==> src/rtl/decode_if.sv <==
// Bundle of IF/ID, WB, EX/MEM inputs and the hazard/redirect/ID-EX outputs of the decode stage.
interface decode_if;
    logic [31:0] pc_plus4;
    logic [31:0] instrucao;
    logic        wb_reg_write;
    logic [4:0]  wb_rd;
    logic [31:0] wb_data;
    logic        mem_reg_write;
    logic        mem_mem_read;
    logic [4:0]  mem_rd;
    logic [31:0] mem_alu_result;

    logic [31:0] pc_branch_value;
    logic        mux_sel;
    logic        load_pc;
    logic        load_if_id_register;
    logic        if_flush;
    logic [31:0] id_ex_pc;
    logic [31:0] id_ex_rs1_data;
    logic [31:0] id_ex_rs2_data;
    logic [31:0] id_ex_imm;
    logic [4:0]  id_ex_rs1;
    logic [4:0]  id_ex_rs2;
    logic [4:0]  id_ex_rd;
    logic        id_ex_reg_write;
    logic        id_ex_mem_read;
    logic        id_ex_mem_write;
    logic        id_ex_mem_to_reg;
    logic        id_ex_alu_src;
    logic [1:0]  id_ex_alu_op;
    logic [3:0]  id_ex_funct;

    modport master (
        output pc_plus4, instrucao, wb_reg_write, wb_rd, wb_data,
               mem_reg_write, mem_mem_read, mem_rd, mem_alu_result,
        input  pc_branch_value, mux_sel, load_pc, load_if_id_register, if_flush,
               id_ex_pc, id_ex_rs1_data, id_ex_rs2_data, id_ex_imm,
               id_ex_rs1, id_ex_rs2, id_ex_rd,
               id_ex_reg_write, id_ex_mem_read, id_ex_mem_write, id_ex_mem_to_reg,
               id_ex_alu_src, id_ex_alu_op, id_ex_funct
    );

    modport slave (
        input  pc_plus4, instrucao, wb_reg_write, wb_rd, wb_data,
               mem_reg_write, mem_mem_read, mem_rd, mem_alu_result,
        output pc_branch_value, mux_sel, load_pc, load_if_id_register, if_flush,
               id_ex_pc, id_ex_rs1_data, id_ex_rs2_data, id_ex_imm,
               id_ex_rs1, id_ex_rs2, id_ex_rd,
               id_ex_reg_write, id_ex_mem_read, id_ex_mem_write, id_ex_mem_to_reg,
               id_ex_alu_src, id_ex_alu_op, id_ex_funct
    );
endinterface

==> src/rtl/decode.sv <==
// RV32I-subset decode stage: register file, hazard detection, branch resolution in ID, ID/EX register.
// Optional macro ID_BRANCH_FWD_EN forwards mem_alu_result into the branch comparator.
module decode #(
    parameter logic [31:0] RESET_PC_OFFSET = 32'd4
) (
    input logic     clock,
    input logic     reset,
    decode_if.slave bus
);
    localparam logic [6:0] OP_R  = 7'b0110011;
    localparam logic [6:0] OP_I  = 7'b0010011;
    localparam logic [6:0] OP_LW = 7'b0000011;
    localparam logic [6:0] OP_SW = 7'b0100011;
    localparam logic [6:0] OP_BR = 7'b1100011;

    typedef struct packed {
        logic       reg_write;
        logic       mem_read;
        logic       mem_write;
        logic       mem_to_reg;
        logic       alu_src;
        logic [1:0] alu_op;
    } ctrl_t;

    typedef struct packed {
        logic [31:0] pc;
        logic [31:0] rs1_data;
        logic [31:0] rs2_data;
        logic [31:0] imm;
        logic [4:0]  rs1;
        logic [4:0]  rs2;
        logic [4:0]  rd;
        ctrl_t       ctrl;
        logic [3:0]  funct;
    } idex_t;

    logic [31:0] instr;
    logic [6:0]  opcode;
    logic [4:0]  rd, rs1, rs2;
    logic [2:0]  funct3;
    logic [31:0] imm_i, imm_s, imm_b;

    assign instr  = bus.instrucao;
    assign opcode = instr[6:0];
    assign rd     = instr[11:7];
    assign funct3 = instr[14:12];
    assign rs1    = instr[19:15];
    assign rs2    = instr[24:20];
    assign imm_i  = {{20{instr[31]}}, instr[31:20]};
    assign imm_s  = {{20{instr[31]}}, instr[31:25], instr[11:7]};
    assign imm_b  = {{20{instr[31]}}, instr[7], instr[30:25], instr[11:8], 1'b0};

    ctrl_t       ctrl;
    logic [31:0] imm;
    logic        uses_rs2;
    logic        is_branch;

    // NOTE: every variable written in a combinational block gets a default first, so no latch is inferred.
    always_comb begin
        ctrl      = '0;
        imm       = '0;
        uses_rs2  = 1'b0;
        is_branch = 1'b0;
        case (opcode)
            OP_R:  begin ctrl.reg_write = 1'b1; ctrl.alu_op = 2'b10; uses_rs2 = 1'b1; end
            OP_I:  begin ctrl.reg_write = 1'b1; ctrl.alu_src = 1'b1; ctrl.alu_op = 2'b10; imm = imm_i; end
            OP_LW: begin
                ctrl.reg_write  = 1'b1;
                ctrl.mem_read   = 1'b1;
                ctrl.mem_to_reg = 1'b1;
                ctrl.alu_src    = 1'b1;
                imm             = imm_i;
            end
            OP_SW: begin ctrl.mem_write = 1'b1; ctrl.alu_src = 1'b1; imm = imm_s; uses_rs2 = 1'b1; end
            OP_BR: begin ctrl.alu_op = 2'b01; imm = imm_b; uses_rs2 = 1'b1; is_branch = 1'b1; end
            default: ;
        endcase
    end

    logic [31:0] regs [32];

    // NOTE: the register file is reset as a whole because a cleared architectural state is required;
    // x0 is never written, so it stays zero after reset.
    always_ff @(posedge clock or negedge reset) begin
        if (!reset) begin
            for (int i = 0; i < 32; i++) regs[i] <= '0;
        end else if (bus.wb_reg_write && bus.wb_rd != 5'd0) begin
            regs[bus.wb_rd] <= bus.wb_data;
        end
    end

    logic [31:0] rs1_data, rs2_data;
    assign rs1_data = (rs1 == 5'd0) ? '0 :
                      (bus.wb_reg_write && bus.wb_rd == rs1) ? bus.wb_data : regs[rs1];
    assign rs2_data = (rs2 == 5'd0) ? '0 :
                      (bus.wb_reg_write && bus.wb_rd == rs2) ? bus.wb_data : regs[rs2];

    idex_t idex_q, idex_d;

    // Without comparator forwarding, any pending EX/MEM write to a branch source must drain first.
    logic mem_busy;
    logic [31:0] cmp_a, cmp_b;
`ifdef ID_BRANCH_FWD_EN
    logic mem_fwd_ok;
    assign mem_busy   = bus.mem_mem_read;
    assign mem_fwd_ok = bus.mem_reg_write && !bus.mem_mem_read;
    assign cmp_a = (mem_fwd_ok && rs1 != 5'd0 && bus.mem_rd == rs1) ? bus.mem_alu_result : rs1_data;
    assign cmp_b = (mem_fwd_ok && rs2 != 5'd0 && bus.mem_rd == rs2) ? bus.mem_alu_result : rs2_data;
`else
    logic unused_alu_result;
    assign mem_busy          = bus.mem_mem_read || bus.mem_reg_write;
    assign cmp_a             = rs1_data;
    assign cmp_b             = rs2_data;
    assign unused_alu_result = ^bus.mem_alu_result;
`endif

    logic busy1, busy2, load_use, branch_stall, stall, taken;
    assign busy1 = rs1 != 5'd0 && ((idex_q.ctrl.reg_write && idex_q.rd == rs1) || (mem_busy && bus.mem_rd == rs1));
    assign busy2 = rs2 != 5'd0 && ((idex_q.ctrl.reg_write && idex_q.rd == rs2) || (mem_busy && bus.mem_rd == rs2));
    assign load_use = idex_q.ctrl.mem_read && idex_q.rd != 5'd0 &&
                      (idex_q.rd == rs1 || (uses_rs2 && idex_q.rd == rs2));
    assign branch_stall = is_branch && (busy1 || busy2);
    assign stall        = load_use || branch_stall;

    always_comb begin
        taken = 1'b0;
        if (is_branch) begin
            case (funct3)
                3'b000:  taken = (cmp_a == cmp_b);
                3'b001:  taken = (cmp_a != cmp_b);
                default: taken = 1'b0;
            endcase
        end
    end

    assign bus.load_pc             = !stall;
    assign bus.load_if_id_register = !stall;
    assign bus.mux_sel             = taken && !stall;
    assign bus.if_flush            = taken && !stall;
    assign bus.pc_branch_value     = bus.pc_plus4 - RESET_PC_OFFSET + imm_b;

    // A stalled instruction is replaced by an all-zero bubble.
    always_comb begin
        idex_d = '0;
        if (!stall) begin
            idex_d.pc       = bus.pc_plus4;
            idex_d.rs1_data = rs1_data;
            idex_d.rs2_data = rs2_data;
            idex_d.imm      = imm;
            idex_d.rs1      = rs1;
            idex_d.rs2      = rs2;
            idex_d.rd       = rd;
            idex_d.ctrl     = ctrl;
            idex_d.funct    = {instr[30], funct3};
        end
    end

    // NOTE: sequential state uses non-blocking assignment so all flops update from pre-edge values.
    always_ff @(posedge clock or negedge reset) begin
        if (!reset) idex_q <= '0;
        else        idex_q <= idex_d;
    end

    assign bus.id_ex_pc         = idex_q.pc;
    assign bus.id_ex_rs1_data   = idex_q.rs1_data;
    assign bus.id_ex_rs2_data   = idex_q.rs2_data;
    assign bus.id_ex_imm        = idex_q.imm;
    assign bus.id_ex_rs1        = idex_q.rs1;
    assign bus.id_ex_rs2        = idex_q.rs2;
    assign bus.id_ex_rd         = idex_q.rd;
    assign bus.id_ex_reg_write  = idex_q.ctrl.reg_write;
    assign bus.id_ex_mem_read   = idex_q.ctrl.mem_read;
    assign bus.id_ex_mem_write  = idex_q.ctrl.mem_write;
    assign bus.id_ex_mem_to_reg = idex_q.ctrl.mem_to_reg;
    assign bus.id_ex_alu_src    = idex_q.ctrl.alu_src;
    assign bus.id_ex_alu_op     = idex_q.ctrl.alu_op;
    assign bus.id_ex_funct      = idex_q.funct;
endmodule
==> src/flat_wrapper.sv <==
// flat-port wrapper written by rule: the top's interface ports become plain ports
module decode_flat 
#(
    parameter logic [31:0] RESET_PC_OFFSET = 32'd4
)
  (clock, reset, bus_pc_plus4, bus_instrucao, bus_wb_reg_write, bus_wb_rd, bus_wb_data, bus_mem_reg_write, bus_mem_mem_read, bus_mem_rd, bus_mem_alu_result, bus_pc_branch_value, bus_mux_sel, bus_load_pc, bus_load_if_id_register, bus_if_flush, bus_id_ex_pc, bus_id_ex_rs1_data, bus_id_ex_rs2_data, bus_id_ex_imm, bus_id_ex_rs1, bus_id_ex_rs2, bus_id_ex_rd, bus_id_ex_reg_write, bus_id_ex_mem_read, bus_id_ex_mem_write, bus_id_ex_mem_to_reg, bus_id_ex_alu_src, bus_id_ex_alu_op, bus_id_ex_funct);
  decode_if bus_i ();
  input logic clock;
  input logic reset;
  input wire logic [$bits(bus_i.pc_plus4)-1:0] bus_pc_plus4;
  input wire logic [$bits(bus_i.instrucao)-1:0] bus_instrucao;
  input wire logic [$bits(bus_i.wb_reg_write)-1:0] bus_wb_reg_write;
  input wire logic [$bits(bus_i.wb_rd)-1:0] bus_wb_rd;
  input wire logic [$bits(bus_i.wb_data)-1:0] bus_wb_data;
  input wire logic [$bits(bus_i.mem_reg_write)-1:0] bus_mem_reg_write;
  input wire logic [$bits(bus_i.mem_mem_read)-1:0] bus_mem_mem_read;
  input wire logic [$bits(bus_i.mem_rd)-1:0] bus_mem_rd;
  input wire logic [$bits(bus_i.mem_alu_result)-1:0] bus_mem_alu_result;
  output wire logic [$bits(bus_i.pc_branch_value)-1:0] bus_pc_branch_value;
  output wire logic [$bits(bus_i.mux_sel)-1:0] bus_mux_sel;
  output wire logic [$bits(bus_i.load_pc)-1:0] bus_load_pc;
  output wire logic [$bits(bus_i.load_if_id_register)-1:0] bus_load_if_id_register;
  output wire logic [$bits(bus_i.if_flush)-1:0] bus_if_flush;
  output wire logic [$bits(bus_i.id_ex_pc)-1:0] bus_id_ex_pc;
  output wire logic [$bits(bus_i.id_ex_rs1_data)-1:0] bus_id_ex_rs1_data;
  output wire logic [$bits(bus_i.id_ex_rs2_data)-1:0] bus_id_ex_rs2_data;
  output wire logic [$bits(bus_i.id_ex_imm)-1:0] bus_id_ex_imm;
  output wire logic [$bits(bus_i.id_ex_rs1)-1:0] bus_id_ex_rs1;
  output wire logic [$bits(bus_i.id_ex_rs2)-1:0] bus_id_ex_rs2;
  output wire logic [$bits(bus_i.id_ex_rd)-1:0] bus_id_ex_rd;
  output wire logic [$bits(bus_i.id_ex_reg_write)-1:0] bus_id_ex_reg_write;
  output wire logic [$bits(bus_i.id_ex_mem_read)-1:0] bus_id_ex_mem_read;
  output wire logic [$bits(bus_i.id_ex_mem_write)-1:0] bus_id_ex_mem_write;
  output wire logic [$bits(bus_i.id_ex_mem_to_reg)-1:0] bus_id_ex_mem_to_reg;
  output wire logic [$bits(bus_i.id_ex_alu_src)-1:0] bus_id_ex_alu_src;
  output wire logic [$bits(bus_i.id_ex_alu_op)-1:0] bus_id_ex_alu_op;
  output wire logic [$bits(bus_i.id_ex_funct)-1:0] bus_id_ex_funct;
  assign bus_i.pc_plus4 = bus_pc_plus4;
  assign bus_i.instrucao = bus_instrucao;
  assign bus_i.wb_reg_write = bus_wb_reg_write;
  assign bus_i.wb_rd = bus_wb_rd;
  assign bus_i.wb_data = bus_wb_data;
  assign bus_i.mem_reg_write = bus_mem_reg_write;
  assign bus_i.mem_mem_read = bus_mem_mem_read;
  assign bus_i.mem_rd = bus_mem_rd;
  assign bus_i.mem_alu_result = bus_mem_alu_result;
  assign bus_pc_branch_value = bus_i.pc_branch_value;
  assign bus_mux_sel = bus_i.mux_sel;
  assign bus_load_pc = bus_i.load_pc;
  assign bus_load_if_id_register = bus_i.load_if_id_register;
  assign bus_if_flush = bus_i.if_flush;
  assign bus_id_ex_pc = bus_i.id_ex_pc;
  assign bus_id_ex_rs1_data = bus_i.id_ex_rs1_data;
  assign bus_id_ex_rs2_data = bus_i.id_ex_rs2_data;
  assign bus_id_ex_imm = bus_i.id_ex_imm;
  assign bus_id_ex_rs1 = bus_i.id_ex_rs1;
  assign bus_id_ex_rs2 = bus_i.id_ex_rs2;
  assign bus_id_ex_rd = bus_i.id_ex_rd;
  assign bus_id_ex_reg_write = bus_i.id_ex_reg_write;
  assign bus_id_ex_mem_read = bus_i.id_ex_mem_read;
  assign bus_id_ex_mem_write = bus_i.id_ex_mem_write;
  assign bus_id_ex_mem_to_reg = bus_i.id_ex_mem_to_reg;
  assign bus_id_ex_alu_src = bus_i.id_ex_alu_src;
  assign bus_id_ex_alu_op = bus_i.id_ex_alu_op;
  assign bus_id_ex_funct = bus_i.id_ex_funct;
  decode #(.RESET_PC_OFFSET(RESET_PC_OFFSET)) u_core (.clock(clock), .reset(reset), .bus(bus_i));
endmodule
==> config.mk <==
export PLATFORM = sky130hd
export DESIGN_NAME = decode_flat
export DESIGN_NICKNAME = d
export VERILOG_FILES = /design/src/rtl/decode_if.sv /design/src/rtl/decode.sv /design/src/flat_wrapper.sv
export SDC_FILE = /design/constraint.sdc
export NUM_CORES = 2
export LEC_CHECK = 0
export ABC_AREA = 1
export ABC_CLOCK_PERIOD_IN_PS = 3100
export BUFFER_PORTS_ARGS = -buffer_cell sky130_fd_sc_hd__buf_2
export CELL_PAD_IN_SITES_DETAIL_PLACEMENT = 0
export CELL_PAD_IN_SITES_GLOBAL_PLACEMENT = 1
export CORE_ASPECT_RATIO = 0.8
export CORE_MARGIN = 4
export CORE_UTILIZATION = 41
export CTS_CLUSTER_SIZE = 25
export DETAILED_ROUTE_END_ITERATION = 8
export PLACE_DENSITY_LB_ADDON = 0.1
export SETUP_SLACK_MARGIN = 0.05
export SLEW_MARGIN = 20
export SYNTH_ARGS = -nofsm -noshare
export SYNTH_HDL_FRONTEND = slang
export SYNTH_SLANG_ARGS = --single-unit
==> constraint.sdc <==
create_clock -name clock -period 3.1 [get_ports clock]
set_input_delay 0.465 -clock clock [delete_from_list [all_inputs] [get_ports clock]]
set_output_delay 0.465 -clock clock [all_outputs]
set_load 0.05 [all_outputs]
Word level (Yosys, flattened, before mapping)
Index checks and enable logic that the tools add are counted.
{"block": "word_totals", "inputBits": 143, "out_inout_bits": 190, "elab_cells": 127, "ff_bits": 1178}
{"block": "classes", "n_lt_le_gt_ge": 4, "add_sub_neg": 2, "reduce_logical": 34, "eq_ne": 14, "n_bitwise": 3, "muxes": 24}
{"op": "1024-bit bitwise mux", "n": 1}
{"op": "32-bit binary-select mux with 5-bit select", "n": 2}
{"op": "32-bit 2-to-1 mux", "n": 9}
{"op": "32-bit demux with 5-bit select", "n": 1}
{"op": "154-bit 2-to-1 mux", "n": 1}
{"op": "32-bit case mux with 3 select lines", "n": 1}
{"op": "32-bit adder", "n": 1}
{"op": "32-bit == test", "n": 1}
{"op": "32-bit inequality test", "n": 1}
{"op": "32-bit by 3-bit subtractor with 32-bit output, second input constant", "n": 1}
{"op": "5-bit == test", "n": 6}
{"op": "5-bit nonzero test", "n": 4}
{"op": "6-bit greater-or-equal comparator, second input constant", "n": 3}
{"op": "5-bit NOT with 6-bit output", "n": 3}
{"op": "1-bit logical AND", "n": 15}
{"op": "7-bit by 6-bit == test with 1-bit output, second input constant", "n": 2}
{"op": "5-bit zero test", "n": 2}
{"op": "3-bit OR reduction", "n": 3}
{"op": "7-bit by 2-bit == test with 1-bit output, second input constant", "n": 1}
{"op": "7-bit by 5-bit == test with 1-bit output, second input constant", "n": 1}
{"op": "7-bit == test, second input constant", "n": 1}
{"op": "1-bit 2-to-1 mux", "n": 7}
{"op": "1-bit logical OR", "n": 6}
{"op": "6-bit by 1-bit < comparator with 1-bit output, second input constant", "n": 1}
{"op": "other kinds (6)", "n": 7}

Depth between registers and ports, before layout
{"block": "logic_depth", "ltp_word": 10, "mapped_depth": 24, "mapped_depth_nobuf": 21}

Worst setup path after synthesis
OpenSTA, ideal clock, no wires.
{"block": "synth_timing", "path_kind": "input to output", "from": "input bus_instrucao[22]", "to": "output bus_mux_sel", "t_arrival_ns": 3.629, "stages": 12, "path_slack_ns": -0.994, "path_buffers": 3, "t_required_ns": 2.635, "path_cell_list": "buf_2 -> inv_2 -> buf_4 -> o21ai_0 -> a21oi_1 -> a32o_1 -> nand2_1 -> nand2_1 -> a21boi_1 -> nand4_1 -> a21oi_1 -> buf_4"}
{"block": "synth_via", "elab_cells_between_ends": 28, "cone_classes": "5 x eq/ne; 7 x mux; 1 x bitwise; 15 x reduce/logical"}
{"item": "start: declaration", "line_no": "flat_wrapper.sv:11", "rtl": "input wire logic [$bits(bus_i.instrucao)-1:0] bus_instrucao;"}
{"item": "5-bit == test (on tied branches)", "line_no": "decode.sv:119, decode.sv:121"}
{"item": "1-bit logical AND", "line_no": "decode.sv:119", "rtl": "assign busy2 = rs2 != 5'd0 && ((idex_q.ctrl.reg_write && idex_q.rd == rs2) || (mem_busy && bus.mem_rd == rs2)) ..."}
{"item": "1-bit logical OR", "line_no": "decode.sv:119"}
{"item": "1-bit logical AND", "line_no": "decode.sv:119"}
{"item": "1-bit logical OR", "line_no": "decode.sv:122", "rtl": "assign branch_stall = is_branch && (busy1 || busy2);"}
{"item": "1-bit logical AND", "line_no": "decode.sv:122"}
{"item": "1-bit logical OR *", "line_no": "decode.sv:123", "rtl": "assign stall = load_use || branch_stall;"}
{"item": "1-bit zero test *"}
{"item": "net bus_load_if_id_register", "line_no": "flat_wrapper.sv:22", "rtl": "output wire logic [$bits(bus_i.load_if_id_register)-1:0] bus_load_if_id_register;"}
{"item": "1-bit logical AND *", "line_no": "decode.sv:138", "rtl": "assign bus.mux_sel = taken && !stall;"}
{"item": "end: declaration", "line_no": "flat_wrapper.sv:20", "rtl": "output wire logic [$bits(bus_i.mux_sel)-1:0] bus_mux_sel;"}
The timed path passes the listed nets; every way through them passes the cells marked *. The select of a mux whose other input is x is not followed.

Final worst setup path
{"block": "layout_timing", "from": "input bus_instrucao[15]", "to": "output bus_mux_sel"}
{"block": "layout_via", "elab_chain_cells": 10, "elab_cells_between_ends": 27, "cone_classes": "5 x eq/ne; 7 x mux; 1 x bitwise; 14 x reduce/logical"}
{"item": "5-bit NOT with 6-bit output (not written as such)", "line_no": "decode.sv:94", "rtl": "(bus.wb_reg_write && bus.wb_rd == rs1) ? bus.wb_data : regs[rs1];"}
{"item": "32-bit binary-select mux with 5-bit select", "line_no": "decode.sv:94"}
{"item": "32-bit 2-to-1 mux (not written as such) (2 in series)", "line_no": "decode.sv:94"}
{"item": "32-bit 2-to-1 mux", "line_no": "decode.sv:94"}
{"item": "32-bit 2-to-1 mux", "line_no": "decode.sv:93", "rtl": "assign rs1_data = (rs1 == 5'd0) ? '0 :"}
{"item": "32-bit inequality test / 32-bit == test (equally long branches)", "line_no": "decode.sv:130, decode.sv:129"}
{"item": "1-bit case mux with 2 select lines", "line_no": "decode.sv:128", "rtl": "case (funct3)"}
{"item": "1-bit 2-to-1 mux", "line_no": "decode.sv:127", "rtl": "if (is_branch) begin"}
{"item": "1-bit logical AND *", "line_no": "decode.sv:138"}
Mark *: on every way between the ends. The rest lies on a longest branch, timed or not. The select of a mux whose other input is x is not followed.

==> results.py <==
metrics = {
    "synthesis": {
        "synth_edf_count": 0,
        "synth_area_leaders": "dfrtp_1 (44%), nand2_1 (15%), o21ai_0 (9.4%), nand3_1 (7.9%), o211ai_1 (6.0%)",
        "synth_top_family_by_area": "simple AND/OR/NAND/NOR gates",
        "netlist_area_mm2": 0.0661,
        "async_reset_ff_share_pct": 100,
        "synth.avg_cell_area_um2": 7.23,
        "yosysTopAreaCellShare_pct": 43.9,
        "yosys.area_share.simple_pct": 25.8,
        "synth_top_area_cell": "dfrtp_1",
        "synth_compound_area_share_pct": 18.1,
        "synth_ff_type": "dfrtp_1",
        "yosysWarnings": 0,
        "synth_cell_types": 48,
        "synthCells": 9139,
        "yosysSeqAreaShare_pct": 43.9,
        "synthAdderAreaFrac_pct": 1.15,
        "synth.most_common_cell": "nand2_1",
        "syn_nets": 9342,
        "ys_ff_latch": 1158,
        "synth_xor_area_share_pct": 0.451,
        "ys_top_cells_by_count": "nand2_1 (2613), o21ai_0 (1239), dfrtp_1 (1158)",
        "synthMuxAreaShare_pct": 0,
    },
    "sta": {
        "rsz0062_at_grt": "yes",
        "fin_worst_skew_ns": 0.0204,
        "worst_pin_slew_ns": 0.920,
        "finalCritPeriodShare_pct": 124,
        "finalSetupViolations": 23,
        "maxSlewViolCount": 0,
        "post-route-min-period_ns": 3.85,
        "finalHoldViolations": 0,
        "fmax_mhz": 259,
        "tns_ns": -6.08,
        "slew_headroom_pct": 38.7,
        "worst_slack_ns": -0.755,
    },
    "placed_design": {
        "port_buffers": 300,
        "place_ws_ns": -1.22,
        "place.gp.congestion": 0.946,
        "place_hpwl_mm": 197,
    },
    "worst_setup_path": {
        "worstSetupStartpointType": "input pin",
        "crit_type": "in -> out",
        "cp.arrival_ns": 3.39,
        "path_cells": "buf_12 -> buf_12 -> buf_12 -> bufbuf_16 -> o211ai_1 -> nand3_1 -> nand3_1 -> nand3_1 -> nand2_1 -> nand2_1 -> nand2_1 -> inv_1 -> nand2_1 -> nand3_2 -> nor2_4 -> nand2_2 -> nor2_4 -> nand3_4 -> a21oi_4 -> buf_6",
        "critPathCaptureType": "output port",
        "path_delay_family": "simple AND/OR/NAND/NOR gates",
        "slowest_delay_ns": 0.30,
        "crit_buf_inv": 6,
        "cp_max_fo": 26,
        "worstPathRequired_ns": 2.63,
        "cp_slowest_cell": "bufbuf_16",
        "crit_top_cell": "nand2_1",
    },
    "power": {
        "netSwitchingFraction_pct": 33.9,
        "irDropWorstVdd_v": 0.000563,
        "power_mw": 49.3,
        "power_switching_mw": 16.7,
        "pwr-share-clk_pct": 33.5,
        "p_int_mw": 32.6,
        "powerDensity_mw_per_mm2": 586,
        "seqPwrFrac_pct": 39.3,
        "power_leakage_nw": 41.0,
        "comb_power_share_pct": 27.2,
    },
    "global_route": {
        "grt_max_degree": 95,
        "grt_pass1_vias": 64400,
        "antenna_found_initial": 6,
        "gr-total-overflow": 0,
        "grtUsageTotal_pct": 34.8,
        "grt_pass1_wl_mm": 438,
    },
    "clock_network": {
        "cts-root-buf": "clkbuf_16",
        "cts_made_buffers": 136,
        "cts_buffer_depth": 3,
        "clkSinkCount": 1158,
        "h-tree-depth": 4,
        "clock_latency_ns": 0.79,
        "cts_tree": "yes",
        "clk_pin_slew_ns": 0.06,
    },
    "route": {
        "antenna_left": 0,
        "first_pass_iters": 8,
        "wirelength_mm": 299,
        "drtIter0Drc": 8501,
        "avgRoutedWirePerCell_um": 24.8,
        "drc": 0,
        "viasPerCell": 5.64,
        "vias": 68000,
    },
    "layout": {
        "finalNetCount": 10000,
        "layout-drive-gt1-share_pct": 19.4,
        "utilization_pct": 52.6,
        "fillers": 15400,
        "area_growth_pct": 27.3,
    },
    "outcome": {
        "outcome": "finished, violations left",
        "violations": "negative setup slack",
    },
    "run": {
        "cap_violations": 0,
    },
    "die": {
        "pin_count": 333,
        "start_util_pct": 41.3,
        "die-area_mm2": 0.168,
        "die_width_um": 457,
        "rows": 131,
        "fp.dieH_um": 367,
        "core-area_mm2": 0.160,
    },
    "min_path": {
        "worstHoldPathType": "in -> reg",
    },
}
## power by group through the flow
stage	registers [mW]	clock network [mW]	logic [mW]
finish	19.4	16.5	13.4
floorplan	19.7	0	7.20
detailed placement	19.5	0	12.3
global route	19.6	17.3	14.8
CTS	19.3	16.7	13.0
global placement	19.5	0	12.1
## sequential cells by signal (all words and copies together) (netlist names), 5 cells and up
name                       count
u_core.bus.id_ex_imm          13
u_core.bus.id_ex_pc           32
u_core.bus.id_ex_rd            5
u_core.bus.id_ex_rs1           5
u_core.bus.id_ex_rs1_data     32
u_core.bus.id_ex_rs2           5
u_core.bus.id_ex_rs2_data     32
u_core.regs                 1024
## stage by stage
| stage | cell area, um^2 | cells | hold slack [ns] |
|---|---|---|---|
| after floorplan | 66500 | 9139 | 0.169 |
| after global placement | 76600 | 11700 | 0.366 |
| after detailed placement | 76600 | 11700 | 0.366 |
| after CTS | 83200 | 12000 | 0.000171 |
| after global routing | 84100 | 12100 | 0.0233 |
| final | 84100 | 12100 | 0.0445 |
## layer usage
layer | GRT usage, % | vias to the layer above | share of wire (%)
li1 | - | 31300 | -
met1 | 47.6 | 32900 | 42
met2 | 53.7 | 3214 | 44
met3 | 5.83 | 657 | 8.1
met4 | 16.7 | 0 | 5.3
met5 | 0 | - | 0
## layout make-up
type / instances / area, um^2 / share of cell area (%)
flip-flops and latches: 1158 / 29000 / 34.5
inverters: 898 / 3430 / 4.08
clock inverters: 31 / 374 / 0.445
clock buffers: 202 / 4060 / 4.83
repair buffers: 1337 / 12400 / 14.8
well taps: 2128 / 2660 / 3.17
diodes: 7 / 17.5 / 0.0208
multi-input cells: 6304 / 32100 / 38.2
## tightest hold or removal path, stage by stage
cell and delay (ns):
buf_2 0.17, nand2_1 0.08, o21ai_0 0.06
## cells in the final DEF, fill, tap and decap left out, types with 30 or more instances in the layout
| cell type | count |
|---|---|
| nand2_1 | 2503 |
| o21ai_0 | 1221 |
| dfrtp_1 | 1156 |
| nand3_1 | 978 |
| inv_1 | 835 |
| buf_4 | 754 |
| o211ai_1 | 527 |
| nor2_1 | 319 |
| a21oi_1 | 258 |
| buf_2 | 257 |
| buf_12 | 196 |
| clkbuf_16 | 145 |
| nand2_2 | 72 |
| nand3_2 | 62 |
| or2_2 | 61 |
| buf_6 | 59 |
| dlygate4sd3_1 | 52 |
| nand2_4 | 38 |
| inv_2 | 35 |
| clkbuf_1 | 33 |
| ha_4 | 30 |
## cells by family (layout without fill, tap and decap cells)
family,after synthesis,in the layout
simple gates,4107,4107
compound gates,2103,2103
buf+inv,1677,2468
flops,1158,1158
fa+ha+maj,60,60
xor+xnor,34,34
other cells,0,7
## final timing paths
| check | slack (ns) | from | cells past startpoint | end |
|---|---|---|---|---|
| hold / removal | 0.04 | bus_wb_data[11] | 3 | u_core.regs[267]$_DFFE_PN0P_ |
| setup / recovery | -0.75 | bus_instrucao[15] | 20 | bus_mux_sel |
| max in group asynchronous | 1.68 | reset | 3 | u_core.regs[157]$_DFFE_PN0P_ |
| hold reg to reg | 0.38 | u_core.regs[1021]$_DFFE_PN0P_ | 0 | u_core.regs[1021]$_DFFE_PN0P_ |
| setup reg to reg | 0.22 | u_core.regs[442]$_DFFE_PN0P_ | 23 | u_core.bus.id_ex_rs1_data[26]$_DFF_PN0_ |
| min in group asynchronous | 0.23 | reset | 2 | u_core.regs[201]$_DFFE_PN0P_ |
## timing repair
item | 4_1_cts | 5_1_grt
endpoints found under the setup margin | 24 | 27
pin swaps | 105 | 126
gates cloned | 1 | 2
resized for setup | 275 | 183
setup buffers | 69 | 28
hold buffers | 52 | 0
hold endpoints to repair | 97 | 0
Power figures use the tool's default switching activity.
